$ cat src/rtl/reset_sequencer.sv
// Staged reset generator for the processor subsystem: power-on reset, then system/bus reset.
// Optional build macro LOCKUP_RESET_EN turns CPU LOCKUP into a soft reset with cause code 3.
module reset_sequencer #(
  parameter int LOCK_CYCLES     = 16,
  parameter int SYS_DELAY       = 8,
  parameter int SOFT_RST_CYCLES = 4,
  parameter int CNT_W           = 8
) (
  input  logic       hclk,
  input  logic       ext_reset_n,
  input  logic       clk_locked,
  input  logic       sys_reset_req,
  input  logic       lockup,
  output logic       poreset_n,
  output logic       hreset_n,
  output logic [1:0] reset_cause,
  output logic       rst_busy
);

  typedef enum logic [2:0] {
    HOLD,
    WAIT_LOCK,
    PO_REL,
    RUN,
    SOFT
  } state_t;

  localparam logic [CNT_W-1:0] CNT_ZERO  = '0;
  localparam logic [CNT_W-1:0] CNT_ONE   = {{(CNT_W-1){1'b0}}, 1'b1};
  localparam logic [CNT_W-1:0] CNT_MAX   = {CNT_W{1'b1}};
  localparam logic [CNT_W-1:0] LOCK_LAST = CNT_W'(LOCK_CYCLES - 1);
  localparam logic [CNT_W-1:0] SYS_LAST  = CNT_W'(SYS_DELAY - 1);
  localparam logic [CNT_W-1:0] SOFT_LAST = CNT_W'(SOFT_RST_CYCLES - 1);

  localparam logic [1:0] CAUSE_EXT    = 2'd0;
  localparam logic [1:0] CAUSE_LOCK   = 2'd1;
  localparam logic [1:0] CAUSE_SYSREQ = 2'd2;
  localparam logic [1:0] CAUSE_LOCKUP = 2'd3;

  logic [1:0]       rst_sync_reg;
  logic [1:0]       lock_sync_reg;
  logic             rst_s;
  logic             locked_s;
  logic             lockup_req;
  logic             lock_lost;
  state_t           state_reg;
  logic [CNT_W-1:0] cnt_reg;
  logic [CNT_W-1:0] cnt_inc;

`ifdef LOCKUP_RESET_EN
  assign lockup_req = lockup;
`else
  logic unused_lockup;
  assign unused_lockup = lockup;
  assign lockup_req    = 1'b0;
`endif

  // Both synchronisers are cleared by the board reset so a stale lock cannot leak past it.
  always_ff @(posedge hclk or negedge ext_reset_n) begin
    if (!ext_reset_n) begin
      rst_sync_reg  <= 2'b00;
      lock_sync_reg <= 2'b00;
    end else begin
      rst_sync_reg  <= {rst_sync_reg[0], 1'b1};
      lock_sync_reg <= {lock_sync_reg[0], clk_locked};
    end
  end

  assign rst_s     = rst_sync_reg[1];
  assign locked_s  = lock_sync_reg[1];
  assign cnt_inc   = (cnt_reg == CNT_MAX) ? cnt_reg : cnt_reg + CNT_ONE;
  assign lock_lost = !locked_s &&
                     (state_reg == PO_REL || state_reg == RUN || state_reg == SOFT);

  always_ff @(posedge hclk or negedge ext_reset_n) begin
    if (!ext_reset_n) begin
      state_reg   <= HOLD;
      cnt_reg     <= CNT_ZERO;
      poreset_n   <= 1'b0;
      hreset_n    <= 1'b0;
      reset_cause <= CAUSE_EXT;
      rst_busy    <= 1'b1;
    end else if (lock_lost) begin
      state_reg   <= WAIT_LOCK;
      cnt_reg     <= CNT_ZERO;
      poreset_n   <= 1'b0;
      hreset_n    <= 1'b0;
      reset_cause <= CAUSE_LOCK;
      rst_busy    <= 1'b1;
    end else begin
      case (state_reg)
        HOLD: begin
          if (rst_s) begin
            state_reg <= WAIT_LOCK;
            cnt_reg   <= CNT_ZERO;
          end
        end
        WAIT_LOCK: begin
          if (!locked_s) begin
            cnt_reg <= CNT_ZERO;
          end else if (cnt_reg == LOCK_LAST) begin
            state_reg <= PO_REL;
            cnt_reg   <= CNT_ZERO;
            poreset_n <= 1'b1;
          end else begin
            cnt_reg <= cnt_inc;
          end
        end
        PO_REL: begin
          if (cnt_reg == SYS_LAST) begin
            state_reg <= RUN;
            cnt_reg   <= CNT_ZERO;
            hreset_n  <= 1'b1;
            rst_busy  <= 1'b0;
          end else begin
            cnt_reg <= cnt_inc;
          end
        end
        RUN: begin
          // LOCKUP outranks SYSRESETREQ when both arrive on the same edge.
          if (lockup_req) begin
            state_reg   <= SOFT;
            cnt_reg     <= CNT_ZERO;
            hreset_n    <= 1'b0;
            reset_cause <= CAUSE_LOCKUP;
            rst_busy    <= 1'b1;
          end else if (sys_reset_req) begin
            state_reg   <= SOFT;
            cnt_reg     <= CNT_ZERO;
            hreset_n    <= 1'b0;
            reset_cause <= CAUSE_SYSREQ;
            rst_busy    <= 1'b1;
          end
        end
        SOFT: begin
          if (cnt_reg == SOFT_LAST) begin
            state_reg <= PO_REL;
            cnt_reg   <= CNT_ZERO;
          end else begin
            cnt_reg <= cnt_inc;
          end
        end
        default: begin
          state_reg <= HOLD;
          cnt_reg   <= CNT_ZERO;
          poreset_n <= 1'b0;
          hreset_n  <= 1'b0;
          rst_busy  <= 1'b1;
        end
      endcase
    end
  end

endmodule
$ cat config.mk
export PLATFORM = sky130hd
export DESIGN_NAME = reset_sequencer
export DESIGN_NICKNAME = d
export VERILOG_FILES = /design/src/rtl/reset_sequencer.sv
export SDC_FILE = /design/constraint.sdc
export NUM_CORES = 1
export LEC_CHECK = 0
export CAP_MARGIN = 20
export CORE_MARGIN = 2
export CORE_UTILIZATION = 46
export CTS_CLUSTER_SIZE = 25
export DETAILED_ROUTE_END_ITERATION = 10
export GPL_ROUTABILITY_DRIVEN = 0
export PLACE_DENSITY_LB_ADDON = 0.08
export SYNTH_ARGS = -nofsm -noshare
export SYNTH_HDL_FRONTEND = slang
export SYNTH_SLANG_ARGS = --single-unit
$ cat constraint.sdc
create_clock -name hclk -period 1.9 [get_ports hclk]
set_input_delay 0.57 -clock hclk [delete_from_list [all_inputs] [get_ports hclk]]
set_output_delay 0.57 -clock hclk [all_outputs]
set_load 0.005 [all_outputs]
Word level (Yosys, flattened, before mapping)
Cells that the tools add are included.
{ "op_classes": {"n_reduce_logical": 14, "eq_ne": 16, "mul": 0, "div": 0, "shifts": 0, "n_addsub": 1, "n_mux": 32, "n_bitwise": 0, "order_cmp": 0} }
{ "op_table": {"columns": ["op", "count"], "rows": [
  ["$mux W8", 8],
  ["$pmux W8 S5", 1],
  ["$mux W3", 7],
  ["$pmux W3 S5", 1],
  ["$ne A3 B3 Y1 const B", 4],
  ["$mux W1", 9],
  ["$add A8 B1 Y8 const B", 1],
  ["$eq A8 B2 Y1 const B", 1],
  ["$eq A8 B3 Y1 const B", 1],
  ["$eq A8 B4 Y1 const B", 1],
  ["$eq A8 B8 Y1 const B", 1],
  ["$eq A3 B2 Y1 const B", 2],
  ["$mux W2", 3],
  ["$ne A3 B2 Y1 const B", 2],
  ["$pmux W1 S3", 2],
  ["$reduce_and A3 Y1", 2],
  ["$reduce_and A6 Y1", 1],
  ["$ne A2 B1 Y1 const B", 2],
  ["$reduce_and A2 Y1", 2],
  ["$reduce_bool A2 Y1", 2],
  ["$reduce_or A4 Y1", 1],
  ["$eq A3 B1 Y1 const B", 1],
  ["$eq A3 B3 Y1 const B", 1],
  ["$logic_not A3 Y1", 1],
  ["5 further kinds", 6]
]} }
{ "totals": {"mem_bits_ro": 0, "elab_cells": 71, "mem_bits_rw": 0, "mem_count": 0, "register_bits": 20, "latchBits": 0} }

Depth between registers and ports, before layout
{ "depth": {"depth_word": 6, "mapped_depth": 7, "ltp_nobuf": 6} }

Worst setup path before layout
No wires, ideal clock.
{ "synth_timing": {"kind": "register to register", "from": "reg cnt_reg[4]", "to": "reg cnt_reg[4]", "setup_ns": 0.127, "synth_period_minus_slack_ns": 1.886, "path_stages_with_launch": 6, "path_slack_ns": 0.014, "arrival_time_ns": 1.759, "required_ns": 1.773, "n_path_buf": 0, "cell_sequence": "dfrtp_1 > or3_4 > o311a_4 > nor4_4 > o21bai_4 > nor3b_2"} }
{ "synth_between": {"elab_chain_len": 6, "elab_cells_between_ends": 12} }
{ "synth_lines": {"columns": ["item", "line_no", "source"], "rows": [
  ["start: declaration", "47", "logic [CNT_W-1:0] cnt_reg;"],
  ["start signal: assignment", "106", "cnt_reg <= cnt_inc;"],
  ["start signal: assignment", "116", "cnt_reg <= cnt_inc;"],
  ["start signal: assignment", "140", "cnt_reg <= cnt_inc;"],
  ["$add A8 B1 Y8 or $eq A8 B8 Y1 (tied branches)", "71", "assign cnt_inc = (cnt_reg == CNT_MAX) ? cnt_reg : cnt_reg + CNT_ONE;"],
  ["$mux W8", "71", null],
  ["$mux W8", "101", "end else if (cnt_reg == LOCK_LAST) begin"],
  ["$mux W8", "99", "if (!locked_s) begin"],
  ["$pmux W8 S5 (*)", "91", "case (state_reg)"],
  ["$mux W8 (*)", "83", "end else if (lock_lost) begin"]
]} }
Every way passes the cells marked *; elsewhere a longest branch is shown, timed or not.
A chain may end at the register's enable or synchronous reset.

Final worst setup path
Same ends and word-level chain as after synthesis.

==> results.txt <==
crit path max fanout: 6
Clk Latency, worst-skew pair: 0.31 ns
Largest register FFs: 8
crit end category: flip-flop
Hold/Removal Path Class: flip-flop to flip-flop
DIE WIDTH: 54.1 µm
Ys Warns: 0
Primary FF master, synth: dfrtp_1
syn nets: 129
Cell variety after synth: 42
peak supply drop: 0.631 mV
most frequent cells in the layout: 19 x dfrtp_1, 13 x buf_4, 12 x nand2_1
Via Count: 928
commonest non-fill, non-tap cell in the layout: dfrtp_1
Syn Area/Cell: 9.38 µm²
switching power of the nets: 0.574 mW
Slew Limit Fails: 0
fin crit share: 96.7%
synth-to-layout area growth: 21.3%
Final Hold Vio Count: 0
IO Pins: 10
worst r2r path cells: 5
htree depth: 1
vias per cell: 5.40
Post-CTS Setup Bufs: 0
setup slack at placement: -0.201 ns
share of post-route cells with drive strength above 1: 22.5%
startpoint type of the worst setup path: flip-flop
Clk pwr share: 21.5%
Max Clk Rate: 544 MHz
RSZ-0062 raised after global routing: true
DP Wirelength: 1660 µm
row count: 18
Int Pwr: 1.07 mW
IO Port Bufs: 8
P_leak: 0.556 nW
Routed Wire Length: 2260 µm
switching share of power: 35.0%
final-stage net count: 149
post-route cell area: 0.00140 mm²
initial core utilization: 47.4%
Crit path required time: 2.10 ns
Die Area: 0.00292 mm²
global-route wire length before repair: 3930 µm
Setup Viol. Count Final: 0
Num CTS Buffers: 3
sequential fraction of the synthesis area: 43.5%
Comb power frac: 45.5%
largest net degree at the start of global routing: 21
cts hold-fix bufs: 0
run status: complete, no violations
antenna violations before repair: 0
die height: 54.1 µm
gr ovfl total: 0
Cells after Synth: 123
MaxCap Viol Count: 0
ANT nets after route: 0
CTS Buffer Depth: 2
asr flop ratio synth: 100%
mapped cell area: 0.00115 mm²
CTS clk-pin slew, worst paths: 0.12 ns
Root Buffer Master: clkbuf_4
total track usage: 18.6%
number of global-route vias before repair: 892
DP Area: 0.00135 mm²
Initial DRT Pass Iterations: 4
crit path time final: 1.84 ns
Worst Setup Path Type: flip-flop to flip-flop
wire per inst: 13.1 µm
First DRT Iteration DRCs: 27
register share of total power: 33.0%
pwr/cell area: 1170 mW/mm²
antenna diode count: 0
Min-Delay Path Depth: 0
Synth Register Bits: 20
CP arrival: 2.03 ns
DRC Markers: 0
CORE AREA: 0.00243 mm²
clock sinks: 20
CTS tree: yes
Clock Skews: 0.00756 ns
Final Worst Setup Slack: 0.0627 ns
EDFF count, synth: 0
-- routing by layer --
metal  wire, µm  vias to the layer above  share of wire [%]  track usage, %
met4         19                        0               0.84            6.25
met1       1130                      435                 50            26.2
met5          0                        -                  0               0
met2       1020                       16                 45            28.7
met3         89                        2                3.9            3.33
li1           -                      475                  -               -
-- Yosys cell counts, types with 2 or more instances --
master / instances / area (µm²)
nand2_1: 12 / 45.0
nor2_1: 9 / 33.8
mux2i_1: 2 / 20.0
nand4_1: 2 / 12.5
o22ai_1: 2 / 12.5
nor3_1: 4 / 20.0
nand3_1: 7 / 35.0
nor4_1: 2 / 12.5
xnor2_1: 4 / 35.0
dfrtp_1: 19 / 475
clkbuf_1: 5 / 18.8
o21ai_0: 7 / 35.0
inv_1: 5 / 18.8
nor2_2: 5 / 31.3
a21oi_1: 5 / 25.0
nand2b_1: 2 / 12.5
nor2b_1: 2 / 12.5
nor3b_1: 4 / 30.0
o21a_1: 2 / 15.0
-- what timing repair did --
item,CTS,global route
setup endpoints to repair,6,6
pin swaps,1,3
resized for setup,1,1
-- through the flow --
| step | setup TNS (ns) | util, % | power (mW) | hold slack (ns) | instances |
|---|---|---|---|---|---|
| after floorplan | 0 | - | 1.05 | 0.274 | 123 |
| after global placement | -1.25 | 55.3 | 1.30 | 0.337 | 168 |
| after detailed placement | -1.18 | 55.3 | 1.30 | 0.340 | 168 |
| after CTS | 0 | 57.4 | 1.66 | 0.371 | 172 |
| after global routing | -0.0228 | 57.5 | 1.77 | 0.373 | 172 |
| final | 0 | 57.5 | 1.64 | 0.367 | 172 |
-- kinds of logic after synthesis --
| family | count (synthesis) | synth area share (%) |
|---|---|---|
| compound gates | 25 | 16.5 |
| buf+inv | 11 | 3.69 |
| mux | 2 | 1.74 |
| flops | 20 | 43.5 |
| other cells | 1 | 0.325 |
| fa+ha+maj | 1 | 1.08 |
| xor+xnor | 4 | 3.04 |
| simple gates | 59 | 30.2 |
-- area by class of cell --
| type | instances | area [µm²] |
|---|---|---|
| Timing Repair Buffer | 21 | 176 |
| Clock inverter | 1 | 30.0 |
| Sequential cell | 20 | 502 |
| Multi-Input combinational cell | 92 | 612 |
| Tap cell | 30 | 37.5 |
| Fill cell | 220 | 1030 |
| Clock buffer | 3 | 22.5 |
| Inverter | 5 | 18.8 |
-- critical path, cell delays in order, from the launching register on --
cell and delay (ns):
dfrtp_1 0.39, or3_4 0.42, o311a_4 0.32, nor4_4 0.29, o21bai_4 0.23, nor3b_2 0.07
-- path summary, 6_finish.rpt --
path | startpoint | endpoint | slack, ns
worst max-delay path | cnt_reg[4] | cnt_reg[4] | 0.06
worst max register to register | cnt_reg[4] | cnt_reg[4] | 0.06
min in group asynchronous | ext_reset_n | reset_cause[1] | 0.58
worst min register to register | rst_sync_reg[0] | rst_sync_reg[1] | 0.37
worst min-delay path | rst_sync_reg[0] | rst_sync_reg[1] | 0.37
max in group asynchronous | ext_reset_n | rst_busy | 1.06
-- power groups by stage --
stage	registers [mW]	logic [mW]	clock network [mW]
after global placement	0.547	0.749	0
after global routing	0.551	0.833	0.381
after detailed placement	0.552	0.747	0
after floorplan	0.545	0.506	0
after CTS	0.543	0.748	0.368
final	0.542	0.746	0.354
(Power assumes the default switching activity.)
